==> src/rtl/hack_bus_pkg.sv <==
// hack_bus_pkg: shared defaults and frame FSM state encoding for the word-bus receiver
package hack_bus_pkg;
    localparam int WORD_W = 16;
    localparam int LANES = 8;
    typedef enum logic {
        FILL = 1'b0,
        HOLD = 1'b1
    } state_t;
endpackage

==> src/rtl/frame_lane_reg.sv <==
// frame_lane_reg: one lane word register with write enable and synchronous clear
module frame_lane_reg #(
    parameter int WIDTH = 16
) (
    input  logic             clk,
    input  logic             rst_n,
    input  logic             clear,
    input  logic             we,
    input  logic [WIDTH-1:0] d,
    output logic [WIDTH-1:0] q
);
    // clear wins over write so a dropped frame never keeps a stale word
    always_ff @(posedge clk or negedge rst_n) begin
        if (!rst_n) q <= '0;
        else if (clear) q <= '0;
        else if (we) q <= d;
    end
endmodule

==> src/rtl/dmux8way16_frame.sv <==
// dmux8way16_frame: routes successive bus beats into lane registers and presents the assembled frame
module dmux8way16_frame
    import hack_bus_pkg::*;
#(
    parameter int WIDTH = WORD_W,
    parameter int LANES = hack_bus_pkg::LANES,
    localparam int SEL_W = $clog2(LANES)
) (
    input  logic                   clk,
    input  logic                   rst_n,
    input  logic                   clear,
    input  logic [WIDTH-1:0]       in_data,
    input  logic                   in_valid,
    output logic                   in_ready,
    input  logic                   in_last,
    output logic [LANES*WIDTH-1:0] out_frame,
    output logic [LANES-1:0]       out_mask,
    output logic                   out_valid,
    input  logic                   out_ready,
    output logic [SEL_W-1:0]       wr_sel,
    output logic [7:0]             frame_count
);
    state_t state, state_nx;
    logic accept, handshake, last, drop;
    logic [LANES-1:0] we;

    assign in_ready  = (state == FILL) & ~clear;
    assign out_valid = (state == HOLD);
    assign accept    = in_valid & in_ready;
    assign handshake = out_valid & out_ready & ~clear;
    assign last      = (wr_sel == SEL_W'(LANES - 1)) | in_last;
    assign drop      = clear | handshake;
    assign we        = accept ? LANES'(1) << wr_sel : '0;

    // state register
    always_ff @(posedge clk or negedge rst_n) begin
        if (!rst_n) state <= FILL;
        else state <= state_nx;
    end

    // next state: clear aborts, final word holds, handshake releases
    always_comb begin
        state_nx = state;
        if (clear) state_nx = FILL;
        else if (accept && last) state_nx = HOLD;
        else if (handshake) state_nx = FILL;
    end

    // write pointer, lane-written mask and delivered-frame counter
    always_ff @(posedge clk or negedge rst_n) begin
        if (!rst_n) begin
            wr_sel      <= '0;
            out_mask    <= '0;
            frame_count <= '0;
        end else if (clear) begin
            wr_sel   <= '0;
            out_mask <= '0;
        end else if (handshake) begin
            out_mask    <= '0;
            frame_count <= frame_count + 8'd1;
        end else if (accept) begin
            out_mask[wr_sel] <= 1'b1;
            wr_sel           <= last ? '0 : wr_sel + SEL_W'(1);
        end
    end

    for (genvar i = 0; i < LANES; i++) begin : g_lane
        frame_lane_reg #(.WIDTH(WIDTH)) u_lane (
            .clk  (clk),
            .rst_n(rst_n),
            .clear(drop),
            .we   (we[i]),
            .d    (in_data),
            .q    (out_frame[i*WIDTH +: WIDTH])
        );
    end
endmodule

==> config.mk <==
export PLATFORM = sky130hd
export DESIGN_NAME = dmux8way16_frame
export DESIGN_NICKNAME = d
export VERILOG_FILES = /design/src/rtl/hack_bus_pkg.sv /design/src/rtl/frame_lane_reg.sv /design/src/rtl/dmux8way16_frame.sv
export SDC_FILE = /design/constraint.sdc
export NUM_CORES = 1
export LEC_CHECK = 0
export CORE_ASPECT_RATIO = 1.75
export CORE_UTILIZATION = 34
export CTS_BUF_LIST = sky130_fd_sc_hd__clkbuf_8
export DETAILED_ROUTE_END_ITERATION = 10
export GPL_TIMING_DRIVEN = 1
export SLEW_MARGIN = 20
export SYNTH_ARGS = -nofsm -noshare
export SYNTH_HDL_FRONTEND = slang
export SYNTH_SLANG_ARGS = --single-unit
==> constraint.sdc <==
create_clock -name clk -period 2.85 [get_ports clk]
set_input_delay 0.57 -clock clk [delete_from_list [all_inputs] [get_ports clk]]
set_output_delay 0.57 -clock clk [all_outputs]
set_load 0.03 [all_outputs]
# Word-level counts from Yosys, hierarchy flattened
# Cells that the tools add are included.
# W data, S select, Z words.
[word_totals] register_bits=148
[classes] n_addsub=2 n_lt_le_gt_ge=2 eq_ne=2 shifts=1 muxes=29 n_bitwise=9 reduce_logical=15
[op_table] cell="$mux W16" n=16
[op_table] cell="$mux W8" n=4
[op_table] cell="$reduce_bool A2 Y1" n=9
[op_table] cell="$mux W3" n=4
[op_table] cell="$add A8 B1 Y8 const B" n=1
[op_table] cell="$or A8 B8 Y8" n=1
[op_table] cell="$shl A1 B3 Y8 const A" n=1
[op_table] cell="$reduce_bool A3 Y1" n=2
[op_table] cell="$and A1 B1 Y1" n=4
[op_table] cell="$lt A3 B4 Y1 const B" n=1
[op_table] cell="$mux W1" n=4
[op_table] cell="$reduce_and A2 Y1" n=2
[op_table] cell="$add A3 B1 Y3 const B" n=1
[op_table] cell="$demux W1 S3" n=1
[op_table] cell="$eq A3 B3 Y1 const B" n=1
[op_table] cell="$ge A3 B1 Y1 const B" n=1
[op_table] cell="$logic_and A1 B1 Y1" n=2
[op_table] cell="$ne A2 B2 Y1 const B" n=1
[op_table] cell="$not A1 Y1" n=2
[op_table] cell="$or A1 B1 Y1" n=2

# Logic depth before layout (Yosys ltp)
# Gate-level depths: netlist of the first run.
[depth] word_depth=8 ltp_mapped=9 depth_no_buf=5

# Cells and area by module
# A second synthesis of the first run with hierarchy kept.
[unflattened] cells_unflattened=513 hier_area_um2=6328.6
[by_module_without_submodules] mod="frame_lane_reg" instances=8 cells_each=52 area_each_um2=660.6 seq_area_each_um2=400.4
[by_module_without_submodules] mod="dmux8way16_frame" instances=1 cells_each=97 area_each_um2=1043.5 seq_area_each_um2=500.5

# Least setup slack after synthesis of the first run
# Ideal clock, no wire load.
[synth_timing] path_kind="register to register" start="register wr_sel[2]" end="register g_lane[3].u_lane.q[10]" arrival_time_ns=1.816 required_ns=2.772 setup_slack_ns=0.956 stages_incl_launch_ff=10 n_path_buf=4 synth_period_minus_slack_ns=1.894 cell_sequence="dfrtp_1 buf_4 inv_2 buf_2 ha_1 nand4bb_1 clkbuf_1 buf_2 nand2_1 a21oi_1"
[synth_between] elab_chain_cells=3
[synth_rtl] element="from (decl)" line="dmux8way16_frame.sv:20" rtl="output logic [SEL_W-1:0] wr_sel,"
[synth_rtl] element="from (signal assigned)" line="dmux8way16_frame.sv:63" rtl="wr_sel <= last ? '0 : wr_sel + SEL_W'(1);"
[synth_rtl] element="$shl A1 B3 Y8" line="dmux8way16_frame.sv:33" rtl="assign we = accept ? LANES'(1) << wr_sel : '0;"
[synth_rtl] element="$mux W8" line="dmux8way16_frame.sv:33"
[synth_rtl] element="$reduce_bool A2 Y1 (no line)"
[synth_rtl] element="to (signal assigned)" line="frame_lane_reg.sv:14" rtl="if (!rst_n) q <= '0;"
[synth_rtl] element="to (signal assigned)" line="frame_lane_reg.sv:15" rtl="else if (clear) q <= '0;"
[synth_rtl] element="to (signal assigned)" line="frame_lane_reg.sv:16" rtl="else if (we) q <= d;"
[synth_rtl] element="to (decl)" line="frame_lane_reg.sv:10" rtl="output logic [WIDTH-1:0] q"
# No other way between the ends.
# A chain may end at the register's enable or synchronous reset.

# Worst setup path in the final report of the first run
[layout_timing] start="register wr_sel[2]" end="output wr_sel[2]"
# No word-level cell between the ends.

==> impl_metrics.json, run 1 <==
{
  "outcome": "completed",
  "final_layout_size_suffix_gt1_share_pct": 7.72,
  "hold_buffers": 0,
  "cpMaxStageDelayCell": "clkdlybuf4s50_1",
  "worst_skew_pair.late_latency_ns": 0.44,
  "die_area_mm2": 0.0195,
  "ys_seq_area_share_pct": 57.5,
  "ys_types": 38,
  "hold_violations": 0,
  "avgSynthCellArea_um2": 9.41,
  "root_buffer": "clkbuf_8",
  "cp.required_ns": 2.28,
  "ys_ff_latch": 148,
  "synthesis.nets": 713,
  "cpLargestDelayFamily": "buffers and inverters",
  "crit_chain": "clkdlybuf4s50_1",
  "synth.area.top_cells": "dfrtp_1 58%, nand2_1 7.9%, nand3_1 7.5%",
  "postLayoutCellArea_mm2": 0.00866,
  "cts_tree": "done",
  "initial_core_util_pct": 34.7,
  "postLayoutSetupSlackWorst_ns": 0.330,
  "wl_per_cell_um": 19.7,
  "postCtsSetupRepairBufs": 0,
  "p_leak_nw": 3.55,
  "diodes": 0,
  "antenna_found_initial": 0,
  "path_class": "flop to output port",
  "grtUsageTotal_pct": 22.3,
  "fin_skew_ns": 0.00927,
  "utilization_pct": 46.6,
  "syn_area_mm2": 0.00644,
  "vias": 5516,
  "fp.dieW_um": 106,
  "fin_crit_ns": 2.52,
  "maxSlewHeadroom_pct": 48.3,
  "fmax_mhz": 397,
  "clkSlewWorstSetupHoldPaths_ns": 0.09,
  "routed_wl_um": 21000,
  "tns_ns": 0,
  "cp_num_buf_inv": 1,
  "synth_top_area_cell": "dfrtp_1",
  "finalNonFillerCells": 1067,
  "worstMarginPinSlew_ns": 0.773,
  "syn_inst": 684,
  "final.period_utilization_pct": 88.4,
  "synth_top_area_share_pct": 57.5,
  "dp_slack_ns": 0.362,
  "drtIter0Drc": 332,
  "p_total_mw": 4.45,
  "htree_levels": 4,
  "worstSetupStartpointType": "flop",
  "design.portCount": 171,
  "drcViolationCount": 0,
  "rsz0062_at_grt": "false",
  "dpl_cell_area_mm2": 0.00824,
  "p_per_area_mw_per_mm2": 514,
  "hpwlAfterDp_um": 13700,
  "min_path_type": "input port to async pin",
  "cap_violations": 0,
  "cp_max_fo": 14,
  "clockBufferDepth": 2,
  "rows": 66,
  "fillers": 1802,
  "grt_max_degree": 73,
  "grt_pass1_vias": 5401,
  "whs_ns": 0.0960,
  "synthToLayoutAreaGrowth_pct": 34.5,
  "slowest_delay_ns": 0.81,
  "postCtsResizedCells": 0,
  "fin_nets": 846,
  "ys.warnings.count": 0,
  "die_h_um": 184,
  "placedCellCount": 1036,
  "firstDrtPassIters": 6,
  "clkSinkCount": 148,
  "via_per_inst": 5.17,
  "numCtsBuffers": 17,
  "worstPathArrival_ns": 1.95,
  "final_antenna_net_count": 0,
  "report.final.slew_viol_count": 0,
  "ir_drop_v": 0.000260,
  "overflow": 0,
  "gp_congestion": 0.805,
  "portBuffers": 170,
  "core_area_mm2": 0.0186,
  "grt_pass1_wl_um": 32500,
  "critPathCaptureType": "output port",
  "setup_viol": 0
}
power by group:
part / leakage (nW) / switching [mW] / internal [mW] / total, mW
sequential: 2.06 / 0.0457 / 2.14 / 2.19
clock: 0.214 / 0.820 / 0.912 / 1.73
combinational: 1.28 / 0.355 / 0.177 / 0.532
total: 3.55 / 1.22 / 3.23 / 4.45
kinds of logic after synthesis:
family                     count (synthesis)  share of synthesized area [%]
DFF                                      148                           57.5
buffers and inverters                     79                           6.67
xor gates and xnor gates                   7                          0.952
AOI/OAI and AO/OA                        174                           13.7
muxes                                      1                          0.175
and+or+nand+nor                          268                           19.6
adders and majority gates                  7                           1.36
cell usage after synthesis, drive strengths merged:
library cell    n
inv             3
nor3            2
o21ai          98
xnor2           1
a21oi          71
nand2         136
nor4            1
and3b           1
or3b            1
and4bb          3
buf            49
nor4b           1
mux2            1
o41ai           2
ha              7
nand4b          1
clkbuf         27
nor2           13
xor2            6
dfrtp         148
nor2b           2
nor4bb          1
nand4bb         3
a21o            1
a31oi           2
and2            4
nand3          96
nand3b          3
sequential cells by signal (all words and copies together) (netlist names):
| name | count |
|---|---|
| frame_count | 8 |
| g_lane.u_lane.q | 128 |
| out_mask | 8 |
| out_valid | 1 |
| wr_sel | 3 |
placed cells by master, fill, tap and decap left out, types with 2 or more instances in the layout:
cell type        Yosys  layout
a31oi_1              2       2
clkbuf_8             0      19
nor2b_1              2       2
bufinv_16            0       3
a21oi_1             71      70
clkdlybuf4s50_1      0     168
clkinv_2             0       2
ha_1                 7       7
inv_6                0       2
buf_4               19      18
buf_12               0       3
and4bb_2             2       2
clkinv_4             0       3
o21ai_0             78      78
dfrtp_1            148     148
nor2_1              13      13
nand2_1            136     136
nand3_1             96      96
inv_1                2       3
nand4bb_1            2       2
o41ai_1              2       2
xor2_1               6       6
and2_1               2       2
nand3b_1             3       3
nor3_1               2       2
o21ai_1             20      20
per-layer routing:
layer / share of wire [%] / vias up / global-route usage (%) / wire length (um)
met5: 0 / - / 0 / 0
met4: 3.2 / 0 / 9.50 / 666
met3: 4.0 / 39 / 3.62 / 834
met2: 53 / 183 / 39.1 / 11200
met1: 40 / 2721 / 26.7 / 8340
li1: - / 2573 / - / -
layout make-up:
type | count | area, um2 | share of cell area, %
multi-input cells | 457 | 2340 | 27.0
well taps | 238 | 298 | 3.44
repair buffers | 190 | 1890 | 21.8
clock buffers | 19 | 262 | 3.02
flip-flops and latches | 148 | 3700 | 42.8
clock inverters | 12 | 155 | 1.79
inverters | 3 | 11.3 | 0.130
path summary, 6_finish.rpt:
path	depth (start not counted)	startpoint	to	slack, ns
max	1	wr_sel[2]	wr_sel[2]	0.33
min	1	rst_n	g_lane[2].u_lane.q[10]	0.1
max reg2reg	5	wr_sel[2]	g_lane[3].u_lane.q[4]	0.63
min reg2reg	1	frame_count[7]	frame_count[7]	0.47
max in group asynchronous	2	rst_n	frame_count[3]	1.98
min in group clk	1	frame_count[7]	frame_count[7]	0.47
(Power assumes the default switching activity.)
==> run 2: changes to the inputs <==
- ABC_CLOCK_PERIOD_IN_PS: default -> 2850
- GPL_TIMING_DRIVEN: 1 -> 0
==> run 2 against run 1 <==
  * Final cell count rose by 3.9%
  * Routed wire length grew 2.8%
  * Clock skew grew 0.014 ns
  * Fmax is 7.6% lower
  * Largest power group unchanged
  * Highest routed layer unchanged
  * Via count increased by 3.8%
  * Power decreased by 0.98%
==> impl_metrics.json, run 2 (synthesis gave the netlist of run 1 again) <==
{
  "diodes": 0,
  "grt_pass1_vias": 5753,
  "wl_per_cell_um": 19.5,
  "worst_skew_pair.late_latency_ns": 0.46,
  "ir_drop_v": 0.000275,
  "via_per_inst": 5.16,
  "antenna_found_initial": 0,
  "grtUsageTotal_pct": 23.0,
  "top_regs": "g_lane.u_lane.q x128, frame_count x8, out_mask x8",
  "clkSinkCount": 148,
  "die_area_mm2": 0.0195,
  "layout_commonest_cell": "clkdlybuf4s50_1",
  "path_class": "input port to output port",
  "cts_tree": "done",
  "final_antenna_net_count": 0,
  "crit_top_cell": "clkdlybuf4s50_1",
  "die_h_um": 184,
  "synthToLayoutAreaGrowth_pct": 35.2,
  "grt_pass1_wl_um": 33400,
  "cpMaxStageDelayCell": "clkdlybuf4s50_1",
  "setup_viol": 0,
  "crit_chain": "clkdlybuf4s50_1, buf_2, nor2_1, clkdlybuf4s50_1",
  "worstSetupStartpointType": "input port",
  "hold_violations": 0,
  "htree_levels": 4,
  "cp.required_ns": 2.28,
  "layout_common_cells": "153 x clkdlybuf4s50_1, 148 x dfrtp_1, 136 x nand2_1, 96 x nand3_1, 78 x o21ai_0",
  "firstDrtPassIters": 7,
  "p_total_mw": 4.41,
  "fmax_mhz": 367,
  "min_path_type": "input port to async pin",
  "drtIter0Drc": 265,
  "worstMarginPinSlew_ns": 0.860,
  "report.final.slew_viol_count": 0,
  "vias": 5726,
  "clockBufferDepth": 2,
  "design.portCount": 171,
  "maxSlewHeadroom_pct": 42.7,
  "p_leak_nw": 3.63,
  "tns_ns": 0,
  "outcome": "completed",
  "worstPathArrival_ns": 2.16,
  "cap_violations": 0,
  "fin_crit_ns": 2.73,
  "numCtsBuffers": 17,
  "critPathCaptureType": "output port",
  "final.period_utilization_pct": 95.7,
  "routed_wl_um": 21600,
  "slowest_delay_ns": 0.68,
  "gp_congestion": 0.796,
  "overflow": 0,
  "final_layout_size_suffix_gt1_share_pct": 11.0,
  "postCtsSetupRepairBufs": 0,
  "postCtsResizedCells": 0,
  "hold_buffers": 0,
  "fp.dieW_um": 106,
  "fin_skew_ns": 0.0232,
  "drcViolationCount": 0,
  "core_area_mm2": 0.0186,
  "fin_nets": 887,
  "clkSlewWorstSetupHoldPaths_ns": 0.11,
  "rows": 66,
  "grt_max_degree": 91,
  "whs_ns": 0.0280,
  "initial_core_util_pct": 34.7,
  "root_buffer": "clkbuf_8",
  "cp_max_fo": 10,
  "hpwlAfterDp_um": 15100,
  "p_per_area_mw_per_mm2": 506,
  "largest_register_ff_count": 128,
  "regMostFlops": "g_lane.u_lane.q",
  "rsz0062_at_grt": "false",
  "portBuffers": 154
}
## run 2: cell count changes in the layout (fill, tap and decap cells not counted), sizes merged
cell / change
buf: +29
clkbuf: +25
clkdlybuf4s50: -15
inv: +8
clkinv: -3
bufinv: -2
## run 2: worst max-delay path, delay by kind of cell
family,cells,cell delay [ns]
simple gates,1,0.12
buf+inv,3,1.47
## run 2: final cells by class
class | count | area [um2]
inverter | 3 | 11.3
sequential | 148 | 3700
tap | 238 | 298
clock buffer | 17 | 234
buffer | 76 | 418
fill | 1874 | 9880
clock inverter | 15 | 160
multi-input combinational | 457 | 2310
timing repair buffer | 155 | 1570
## run 2: metrics by stage
| step | instances | utilization (%) | setup WS [ns] | cell area [um2] |
|---|---|---|---|---|
| 6_report | 1109 | 46.8 | 0.123 | 8700 |
| 5_1_grt | 1109 | 46.8 | 0.0149 | 8700 |
| 4_1_cts | 1109 | 46.8 | 0.0992 | 8700 |
| 3_5_place_dp | 1077 | 44.7 | 0.110 | 8310 |
| 3_3_place_gp | 1076 | 44.6 | -5.08 | 8280 |
| 2_1_floorplan | 684 | - | 0.956 | 6440 |
## run 2: final timing paths
kind	slack, ns	cells past startpoint	from	endpoint
worst max-delay path	0.12	4	clear	in_ready
worst min-delay path	0.03	1	rst_n	g_lane[2].u_lane.q[1]
worst max register to register	0.67	6	wr_sel[0]	g_lane[6].u_lane.q[13]
worst min register to register	0.49	1	frame_count[7]	frame_count[7]
max in group asynchronous	1.97	2	rst_n	g_lane[7].u_lane.q[3]
min in group clk	0.45	3	in_data[2]	g_lane[3].u_lane.q[2]
## run 2: power breakdown
part	internal [mW]	total [mW]	leakage (nW)	switching (mW)
sequential	2.14	2.19	2.06	0.0454
combinational	0.173	0.533	1.38	0.360
clock	0.736	1.69	0.202	0.950
## run 2: metal layers
metal / vias up / part of all wire (%) / track usage (%)
met5: - / 0 / 0
met4: 0 / 5.4 / 14.2
met3: 57 / 4.0 / 3.54
met2: 202 / 52 / 40.1
met1: 2808 / 38 / 26.3
li1: 2659 / - / -
==> run 3: changes to the inputs <==
- ABC_CLOCK_PERIOD_IN_PS: 2850 -> 2800
- clock period: 2.85 -> 2.8 ns (I/O delays scaled with it)
==> run 3 against run 2 <==
  * Utilization barely moved
  * Global-route usage did not move
  * Count of clock-buffer cells in the layout did not move
  * Combinational power rose by 2%
  * Power rose by 1.7%
  * Routed wire length fell by 0.17%
  * Final cell count did not move
  * Critical path depth fell by 3
  * Clock skew barely moved
  * Via count fell by 0.47%
  * Register-to-register slack got worse by 0.05 ns
  * Largest cell class unchanged
  * Highest routed layer unchanged
==> impl_metrics.json, run 3 (synthesis gave the netlist of run 1 again) <==
{
  "clkSlewWorstSetupHoldPaths_ns": 0.11,
  "cpLargestDelayFamily": "buffers and inverters",
  "die_h_um": 184,
  "p_per_area_mw_per_mm2": 515,
  "postCtsSetupRepairBufs": 0,
  "via_per_inst": 5.14,
  "htree_levels": 4,
  "hpwlAfterDp_um": 15100,
  "cts_tree": "done",
  "gp_congestion": 0.796,
  "rrSetupSlack_ns": 0.62,
  "routed_wl_um": 21600,
  "firstDrtPassIters": 4,
  "cap_violations": 0,
  "overflow": 0,
  "grt_pass1_vias": 5753,
  "synthToLayoutAreaGrowth_pct": 35.2,
  "setup_viol": 0,
  "postLayoutCellArea_mm2": 0.00871,
  "top_regs": "g_lane.u_lane.q x128, frame_count x8, out_mask x8",
  "design.portCount": 171,
  "crit_chain": "clkdlybuf4s50_1",
  "layout_common_cells": "152 x clkdlybuf4s50_1, 148 x dfrtp_1, 136 x nand2_1, 96 x nand3_1, 78 x o21ai_0",
  "fp.dieW_um": 106,
  "numCtsBuffers": 17,
  "drtIter0Drc": 254,
  "dpl_cell_area_mm2": 0.00831,
  "antenna_found_initial": 0,
  "grt_max_degree": 91,
  "drcViolationCount": 0,
  "seq_power_share_pct": 49.7,
  "initial_core_util_pct": 34.7,
  "fillers": 1873,
  "maxSlewHeadroom_pct": 43.2,
  "worstMarginPinSlew_ns": 0.852,
  "slowest_delay_ns": 0.75,
  "worstSetupStartpointType": "flop",
  "diodes": 0,
  "cpMaxStageDelayCell": "clkdlybuf4s50_1",
  "worstPathArrival_ns": 1.79,
  "critPathCaptureType": "output port",
  "cp.required_ns": 2.24,
  "grt_pass1_wl_um": 33400,
  "timing.rr.start": "wr_sel[0]",
  "p_sw_mw": 1.38,
  "vias": 5699,
  "min_path_type": "input port to async pin",
  "hold_buffers": 0,
  "worstReg2RegEnd": "g_lane[6].u_lane.q[13]",
  "grtUsageTotal_pct": 23.0,
  "postCtsResizedCells": 0,
  "cp_num_buf_inv": 1,
  "worst_skew_pair.late_latency_ns": 0.46,
  "clkPwrFrac_pct": 38.2,
  "outcome": "completed",
  "p_leak_nw": 3.64,
  "postLayoutSetupSlackWorst_ns": 0.454,
  "switching_share_pct": 30.7,
  "dp_slack_ns": 0.0798,
  "ir_drop_v": 0.000278,
  "wl_per_cell_um": 19.5,
  "final.period_utilization_pct": 83.8,
  "fin_skew_ns": 0.0228,
  "layout_commonest_cell": "clkdlybuf4s50_1",
  "final_layout_size_suffix_gt1_share_pct": 11.0,
  "reg2regPathDepth": 6,
  "portBuffers": 154,
  "clockBufferDepth": 2,
  "largest_register_ff_count": 128,
  "hold_violations": 0,
  "path_class": "flop to output port",
  "cp_max_fo": 11,
  "regMostFlops": "g_lane.u_lane.q",
  "share_comb_of_total_power_pct": 12.1,
  "rows": 66,
  "fin_nets": 887,
  "rsz0062_at_grt": "false",
  "fin_crit_ns": 2.35,
  "power.internal_mw": 3.11,
  "die_area_mm2": 0.0195,
  "final_antenna_net_count": 0,
  "report.final.slew_viol_count": 0,
  "clkSinkCount": 148,
  "fmax_mhz": 426,
  "core_area_mm2": 0.0186,
  "root_buffer": "clkbuf_8"
}
run 3: how the worst max path moves through the flow:
stage,from,to,cells after the start
after floorplan,wr_sel[2],g_lane[3].u_lane.q[10],9
final,wr_sel[0],wr_sel[0],1
after CTS,clear,in_ready,4
after global placement,rst_n,frame_count[7],1
after global routing,wr_sel[0],wr_sel[0],1
after detailed placement,clear,in_ready,4
run 3: per-stage QoR:
step / util [%] / cells / setup TNS (ns) / total power [mW] / hold slack [ns]
CTS: 46.8 / 1109 / 0 / 4.52 / 0.0103
global placement: 44.6 / 1076 / -755.32 / 2.81 / 0.459
detailed placement: 44.7 / 1077 / 0 / 2.82 / 0.479
global route: 46.9 / 1109 / 0 / 4.66 / 0.0210
finish: 46.9 / 1109 / 0 / 4.48 / 0.0213
floorplan: - / 684 / 0 / 2.55 / 0.264
run 3: layout make-up:
| type | instances | area (um2) | area share (%) |
|---|---|---|---|
| flip-flops and latches | 148 | 3700 | 42.5 |
| multi-input cells | 457 | 2310 | 26.5 |
| repair buffers | 155 | 1580 | 18.1 |
| plain buffers | 76 | 418 | 4.80 |
| well taps | 238 | 298 | 3.42 |
| clock buffers | 17 | 234 | 2.69 |
| clock inverters | 15 | 160 | 1.84 |
| inverters | 3 | 11.3 | 0.129 |
run 3: routing by layer:
| metal | global-route usage (%) | wire [um] | share of wire [%] | up-vias |
|---|---|---|---|---|
| met5 | 0 | 0 | 0 | - |
| met4 | 14.2 | 1210 | 5.6 | 0 |
| met3 | 3.54 | 923 | 4.3 | 62 |
| met2 | 40.1 | 11200 | 52 | 192 |
| met1 | 26.3 | 8240 | 38 | 2787 |
| li1 | - | - | - | 2658 |
run 3: power by group through the flow:
stage          sequential (mW)  clock (mW)  combinational, mW
2_1_floorplan             2.35           0              0.202
3_3_place_gp              2.27           0              0.538
3_5_place_dp              2.27           0              0.548
4_1_cts                   2.23        1.74              0.549
5_1_grt                   2.24        1.84              0.585
6_report                  2.23        1.71              0.543
